===== config.mk =====
export PLATFORM = sky130hd
export DESIGN_NAME = icache_responder
export DESIGN_NICKNAME = d
export VERILOG_FILES = /design/src/rtl/icache_responder.sv
export SDC_FILE = /design/constraint.sdc
export NUM_CORES = 2
export LEC_CHECK = 0
export CELL_PAD_IN_SITES_DETAIL_PLACEMENT = 1
export CELL_PAD_IN_SITES_GLOBAL_PLACEMENT = 2
export CORE_UTILIZATION = 45
export CTS_CLUSTER_DIAMETER = 40
export DETAILED_ROUTE_END_ITERATION = 10
export PLACE_DENSITY_LB_ADDON = 0.1
export SLEW_MARGIN = 15
export SYNTH_ARGS = -nofsm -noshare
export SYNTH_HDL_FRONTEND = slang
export SYNTH_SLANG_ARGS = --single-unit

===== constraint.sdc =====
create_clock -name clk -period 13.4 [get_ports clk]
set_clock_uncertainty 0.05 [all_clocks]
set_input_delay 2.68 -clock clk [delete_from_list [all_inputs] [get_ports clk]]
set_output_delay 2.68 -clock clk [all_outputs]
set_load 0.005 [all_outputs]

===== src/rtl/icache_responder.sv =====
// Read-only direct-mapped instruction cache with 4-word lines. Hits answer in the
// request cycle; misses stall while the line is filled one word at a time.
module icache_responder #(
    parameter int LINES  = 32,
    parameter int MEM_TO = 64
) (
    input  logic        clk,
    input  logic        rst,
    input  logic [15:0] Addr,
    input  logic        Rd,
    input  logic        Wr,
    input  logic [15:0] DataIn,
    input  logic        createdump,
    output logic [15:0] DataOut,
    output logic        Done,
    output logic        Stall,
    output logic        CacheHit,
    output logic        err,
    output logic        mem_rd,
    output logic [15:0] mem_addr,
    input  logic [15:0] mem_rdata,
    input  logic        mem_rvalid,
    output logic [15:0] hit_cnt,
    output logic [15:0] miss_cnt
);
    localparam int IW  = $clog2(LINES);
    localparam int TW  = 13 - IW;
    localparam int TOW = $clog2(MEM_TO + 1);
    localparam logic [TOW-1:0] TO_LIMIT = TOW'(MEM_TO);

    typedef enum logic [1:0] {IDLE, REQ, WAIT, FIN} state_t;

    state_t          state_q, state_d;
    logic [LINES-1:0] valid_q, valid_d;
    logic [15:1]     req_addr_q, req_addr_d;
    logic [1:0]      w_q, w_d;
    logic [TOW-1:0]  to_cnt_q, to_cnt_d;
    logic [15:0]     dout_q, dout_d;
    logic [15:0]     hit_cnt_q, hit_cnt_d;
    logic [15:0]     miss_cnt_q, miss_cnt_d;

    logic [TW-1:0]   tag_mem  [LINES];
    logic [15:0]     data_mem [LINES*4];

    logic            unused_inputs;
    assign unused_inputs = ^{DataIn, createdump};

    logic [IW-1:0]   addr_idx, req_idx;
    logic [TW-1:0]   addr_tag, req_tag;
    logic            illegal, hit, timeout;
    logic [TOW-1:0]  to_next;
    logic [15:0]     hit_word, fin_word;

    assign addr_idx = Addr[3+IW-1:3];
    assign addr_tag = Addr[15:3+IW];
    assign req_idx  = req_addr_q[3+IW-1:3];
    assign req_tag  = req_addr_q[15:3+IW];
    assign illegal  = Wr || (Rd && Addr[0]);
    assign hit      = Rd && !illegal && valid_q[addr_idx] && (tag_mem[addr_idx] == addr_tag);
    assign hit_word = data_mem[{addr_idx, Addr[2:1]}];
    assign fin_word = data_mem[{req_idx, req_addr_q[2:1]}];
    assign to_next  = to_cnt_q + TOW'(1);
    // A response arriving in the final allowed cycle still wins over the timeout.
    assign timeout  = (state_q == WAIT) && !mem_rvalid && (to_next == TO_LIMIT);

    always_ff @(posedge clk) begin
        if (rst) begin
            state_q    <= IDLE;
            valid_q    <= '0;
            req_addr_q <= '0;
            w_q        <= '0;
            to_cnt_q   <= '0;
            dout_q     <= '0;
            hit_cnt_q  <= '0;
            miss_cnt_q <= '0;
        end else begin
            state_q    <= state_d;
            valid_q    <= valid_d;
            req_addr_q <= req_addr_d;
            w_q        <= w_d;
            to_cnt_q   <= to_cnt_d;
            dout_q     <= dout_d;
            hit_cnt_q  <= hit_cnt_d;
            miss_cnt_q <= miss_cnt_d;
        end
    end

    // Line storage has no reset; valid_q alone decides whether a line is usable.
    always_ff @(posedge clk) begin
        if (!rst && state_q == WAIT && mem_rvalid) begin
            data_mem[{req_idx, w_q}] <= mem_rdata;
            if (w_q == 2'd3) begin
                tag_mem[req_idx] <= req_tag;
            end
        end
    end

    always_comb begin
        state_d    = state_q;
        valid_d    = valid_q;
        req_addr_d = req_addr_q;
        w_d        = w_q;
        to_cnt_d   = to_cnt_q;
        dout_d     = dout_q;
        hit_cnt_d  = hit_cnt_q;
        miss_cnt_d = miss_cnt_q;
        case (state_q)
            IDLE: begin
                if (!illegal && Rd) begin
                    if (hit) begin
                        dout_d    = hit_word;
                        hit_cnt_d = (hit_cnt_q == 16'hFFFF) ? hit_cnt_q : hit_cnt_q + 16'd1;
                    end else begin
                        req_addr_d = Addr[15:1];
                        w_d        = 2'd0;
                        state_d    = REQ;
                    end
                end
            end
            REQ: begin
                to_cnt_d = '0;
                state_d  = WAIT;
            end
            WAIT: begin
                if (mem_rvalid) begin
                    if (w_q == 2'd3) begin
                        valid_d[req_idx] = 1'b1;
                        state_d          = FIN;
                    end else begin
                        w_d     = w_q + 2'd1;
                        state_d = REQ;
                    end
                end else if (timeout) begin
                    state_d = IDLE;
                end else begin
                    to_cnt_d = to_next;
                end
            end
            FIN: begin
                dout_d     = fin_word;
                miss_cnt_d = (miss_cnt_q == 16'hFFFF) ? miss_cnt_q : miss_cnt_q + 16'd1;
                state_d    = IDLE;
            end
            default: state_d = IDLE;
        endcase
    end

    always_comb begin
        Done     = 1'b0;
        Stall    = 1'b0;
        CacheHit = 1'b0;
        err      = 1'b0;
        mem_rd   = 1'b0;
        mem_addr = 16'h0000;
        DataOut  = dout_q;
        case (state_q)
            IDLE: begin
                if (illegal) begin
                    err = 1'b1;
                end else if (hit) begin
                    Done     = 1'b1;
                    CacheHit = 1'b1;
                    DataOut  = hit_word;
                end else if (Rd) begin
                    Stall = 1'b1;
                end
            end
            REQ: begin
                mem_rd   = 1'b1;
                mem_addr = {req_addr_q[15:3], w_q, 1'b0};
                Stall    = 1'b1;
            end
            WAIT: begin
                if (timeout) begin
                    err = 1'b1;
                end else begin
                    Stall = 1'b1;
                end
            end
            FIN: begin
                Done    = 1'b1;
                DataOut = fin_word;
            end
            default: ;
        endcase
    end

    assign hit_cnt  = hit_cnt_q;
    assign miss_cnt = miss_cnt_q;

endmodule


==> results.toml <==
[routing]
drt_iter0_markers = 7609
vias = 59010
dr.pass1.iters = 7
drtAntennaViolNets = 0
routed_wl_um = 361600
wire_per_inst_um = 41.03
vias_per_cell = 6.696
post-route-drc-count = 0

[synth]
synth.avg_cell_area_um2 = 21.92
synth_top_cell_by_area = "edfxtp_1"
yosys_warnings = 0
ys_seq_area_frac = 0.6542
synth-edff-count = 2304
synth_seq_cells = 2417
syn-cell-area_um2 = 109200
yosys_most_used_dff = "edfxtp_1"
synthTopCellsByArea = "edfxtp_1, mux4_2, dfxtp_1"
async_flop_share = 0
ys_types = 62
synth_cells = 4983
syn_nets = 5045
synth_top_area_frac = 0.6335

[run_status]
status = "finished clean"

[timing]
slew_headroom = 0.1651
timing.final.crit_share = 0.8008
fin_crit_ns = 10.73
rsz0062_at_grt = "false"
fmax_mhz = 93.20
tns_ns = 0
finalMaxSlewViolations = 0
hold_violations = 0
holdWs_ns = 0.3959
fin_ws_ns = 2.670
worst_slew_pin_slew_ns = 1.249
setup_violations = 0

[place]
place_inst = 8073
dp_slack_ns = 2.692
gp_congestion = 0.8146
place_hpwl_um = 213800
portBuffers = 104

[clock_network]
htree_levels = 5
cts.repair.resized = 0
cts-root-buf = "clkbuf_16"
ctsLongestPathBuffers = 4
worstSkewPairLatency_ns = 0.99
cts_sinks = 2417
cts_tree = "built"
postCtsHoldBufs = 0
path_clk_slew_ns = 0.05
post-cts-setup-buffer-count = 0
cts_buffers = 407

[power_and_ir_drop]
p_leak_nw = 39.67
switching_share = 0.2349
switchingPower_mw = 4.746
seq_power_share = 0.412
pwr-share-clk = 0.519
combPwrFrac = 0.069
power_density_nw_per_um2 = 157.0
p_int_mw = 15.46
vdd_drop_max_mv = 0.1329

[critical_path]
start_kind = "primary input"
critPathRequiredTime_ns = 10.67
worstPathArrival_ns = 8.00
rrSetupSlack_ns = 8.17
crit_path_end_kind = "primary output"
crit_fanout = 63
path_class = "in -> out"

[global_route]
grt_use_total = 0.2988
grt_max_degree = 114
antenna_found_initial = 20
grt_overflow = 0
grt_pass1_wl_um = 499300
grt_pass1_vias = 61380

[floorplan]
rows = 180
dieArea_um2 = 244700
die_w_um = 494.7
die_h_um = 494.7
io-pin-count = 123
core_um2 = 241000
initial_core_util = 0.4532

[final_layout]
drive_gt1_frac = 0.4421
fillers = 20400
utilization = 0.5341
layoutNonFillerInstCount = 8813
nets = 5359
area.growth.synth_to_final_pct = 17.85

[run]
drv_cap = 0

[worst_hold_path]
hold_class = "reg -> reg"
[state kept, by name, indices dropped and copies added (netlist names), named ones only]
signal / cells
data_mem: 2048
tag_mem: 256
valid_q: 32
dout_q: 16
hit_cnt: 16
miss_cnt: 16
req_addr_q: 15
to_cnt_q: 7
state_q: 2
w_q: 2
[through the flow]
stage	total power, mW	instance area, um2
global route	20.66	128700
CTS	20.33	128700
floorplan	9.246	109200
finish	20.20	128700
global placement	9.850	115000
detailed placement	9.863	115000
[cells in the final DEF (no fill, tap or decap), types with 9 or more instances in the layout]
| cell type | n |
|---|---|
| edfxtp_1 | 2304 |
| mux4_2 | 1389 |
| clkbuf_16 | 411 |
| buf_4 | 174 |
| nor2_1 | 117 |
| dfxtp_1 | 103 |
| clkdlybuf4s50_1 | 80 |
| mux2i_1 | 78 |
| nor2_4 | 69 |
| nand2_1 | 64 |
| nor2_2 | 64 |
| clkinvlp_4 | 59 |
| clkinv_4 | 54 |
| inv_6 | 50 |
| bufinv_16 | 49 |
| clkinv_2 | 46 |
| mux2_2 | 44 |
| a21o_1 | 33 |
| clkinv_1 | 30 |
| nand3_1 | 27 |
| a21oi_1 | 26 |
| a221o_1 | 23 |
| o21ai_0 | 23 |
| clkbuf_1 | 23 |
| inv_1 | 18 |
| buf_12 | 18 |
| and2_1 | 17 |
| o22ai_1 | 16 |
| xor2_1 | 16 |
| a31oi_1 | 15 |
| o221a_2 | 14 |
| nand4_1 | 12 |
| inv_8 | 12 |
| nor2b_1 | 10 |
| nand2b_1 | 9 |
| and3_1 | 9 |
| or3_1 | 9 |
[cell usage after synthesis, types with 3 or more instances]
library cell,instances
nor3_1,8
mux4_2,1389
o31ai_1,5
nand2b_1,9
o21ai_1,3
o221a_2,14
and3_1,9
a22oi_1,3
or3_1,9
nand3b_1,3
mux2i_1,78
clkbuf_1,218
a221oi_1,4
or2_2,3
nor2_1,250
edfxtp_1,2304
nor2b_1,10
dfxtp_1,113
buf_4,9
nor3b_1,3
inv_1,20
xor2_1,16
o21ai_0,23
mux2_2,44
nand2_1,64
nand3_1,29
a211oi_1,4
ha_1,8
nand4_1,12
a21o_1,33
xnor2_1,7
o22ai_1,16
buf_2,37
a221o_1,23
and2_1,17
buf_1,109
a31oi_1,15
a21oi_1,26
o211ai_1,8
[power by group through the flow]
stage                     Combinational, mW  Clock, mW  Sequential, mW
after floorplan                       0.802          0            8.44
after global placement                 1.38          0            8.47
after detailed placement               1.40          0            8.47
after CTS                              1.40       10.6            8.31
after global routing                   1.45       10.9            8.31
final                                  1.40       10.5            8.31
[path summary, 6_finish.rpt]
check         startpoint          end  cells past startpoint
max              Addr[4]  DataOut[12]                     12
min          valid_q[31]  valid_q[31]                      1
max reg2reg    flip-flop    dout_q[2]                      8
min reg2reg  valid_q[31]  valid_q[31]                      1
[worst max-delay path, cell delays in order]
cell             delay (ns)
buf_8                  0.50
buf_4                  0.76
mux2_2                 0.41
o22ai_1                0.32
a221oi_1               0.12
o22ai_1                0.31
nor3_1                 0.09
nor3b_1                0.33
nand4_1                0.38
nor2_1                 1.01
a221o_1                0.42
clkdlybuf4s50_1        0.55
[routing by layer]
layer / share of wire / vias up / track usage
li1: - / 22810 / -
met1: 0.40 / 32880 / 0.4160
met2: 0.48 / 2806 / 0.4753
met3: 0.087 / 504 / 0.06054
met4: 0.033 / 6 / 0.09625
met5: 0.00011 / - / 0
[cell type report]
class	count	area [um2]	area share
Inverter	21	83.83	0.0006513
Multi-Input combinational cell	2171	36890	0.2866
Clock buffer	436	10400	0.08079
Antenna cell	3	7.507	0.00005833
Timing Repair Buffer	279	2549	0.01980
Tap cell	3185	3985	0.03096
Sequential cell	2417	71470	0.5553
Clock inverter	301	3327	0.02585
[cell families (layout without fill, tap and decap cells)]
kind of cell,count (synthesis),in the layout,share of synthesized area
DFF,2417,2417,0.6542
muxes,1511,1511,0.2981
AOI/OAI and AO/OA,191,191,0.01279
adders and majority gates,8,8,0.0009165
xor gates and xnor gates,23,23,0.001844
other,1,4,0.00003434
buffers and inverters,395,1037,0.01438
and+or+nand+nor,437,437,0.01773
No activity file was read; power rests on OpenSTA's default activity.
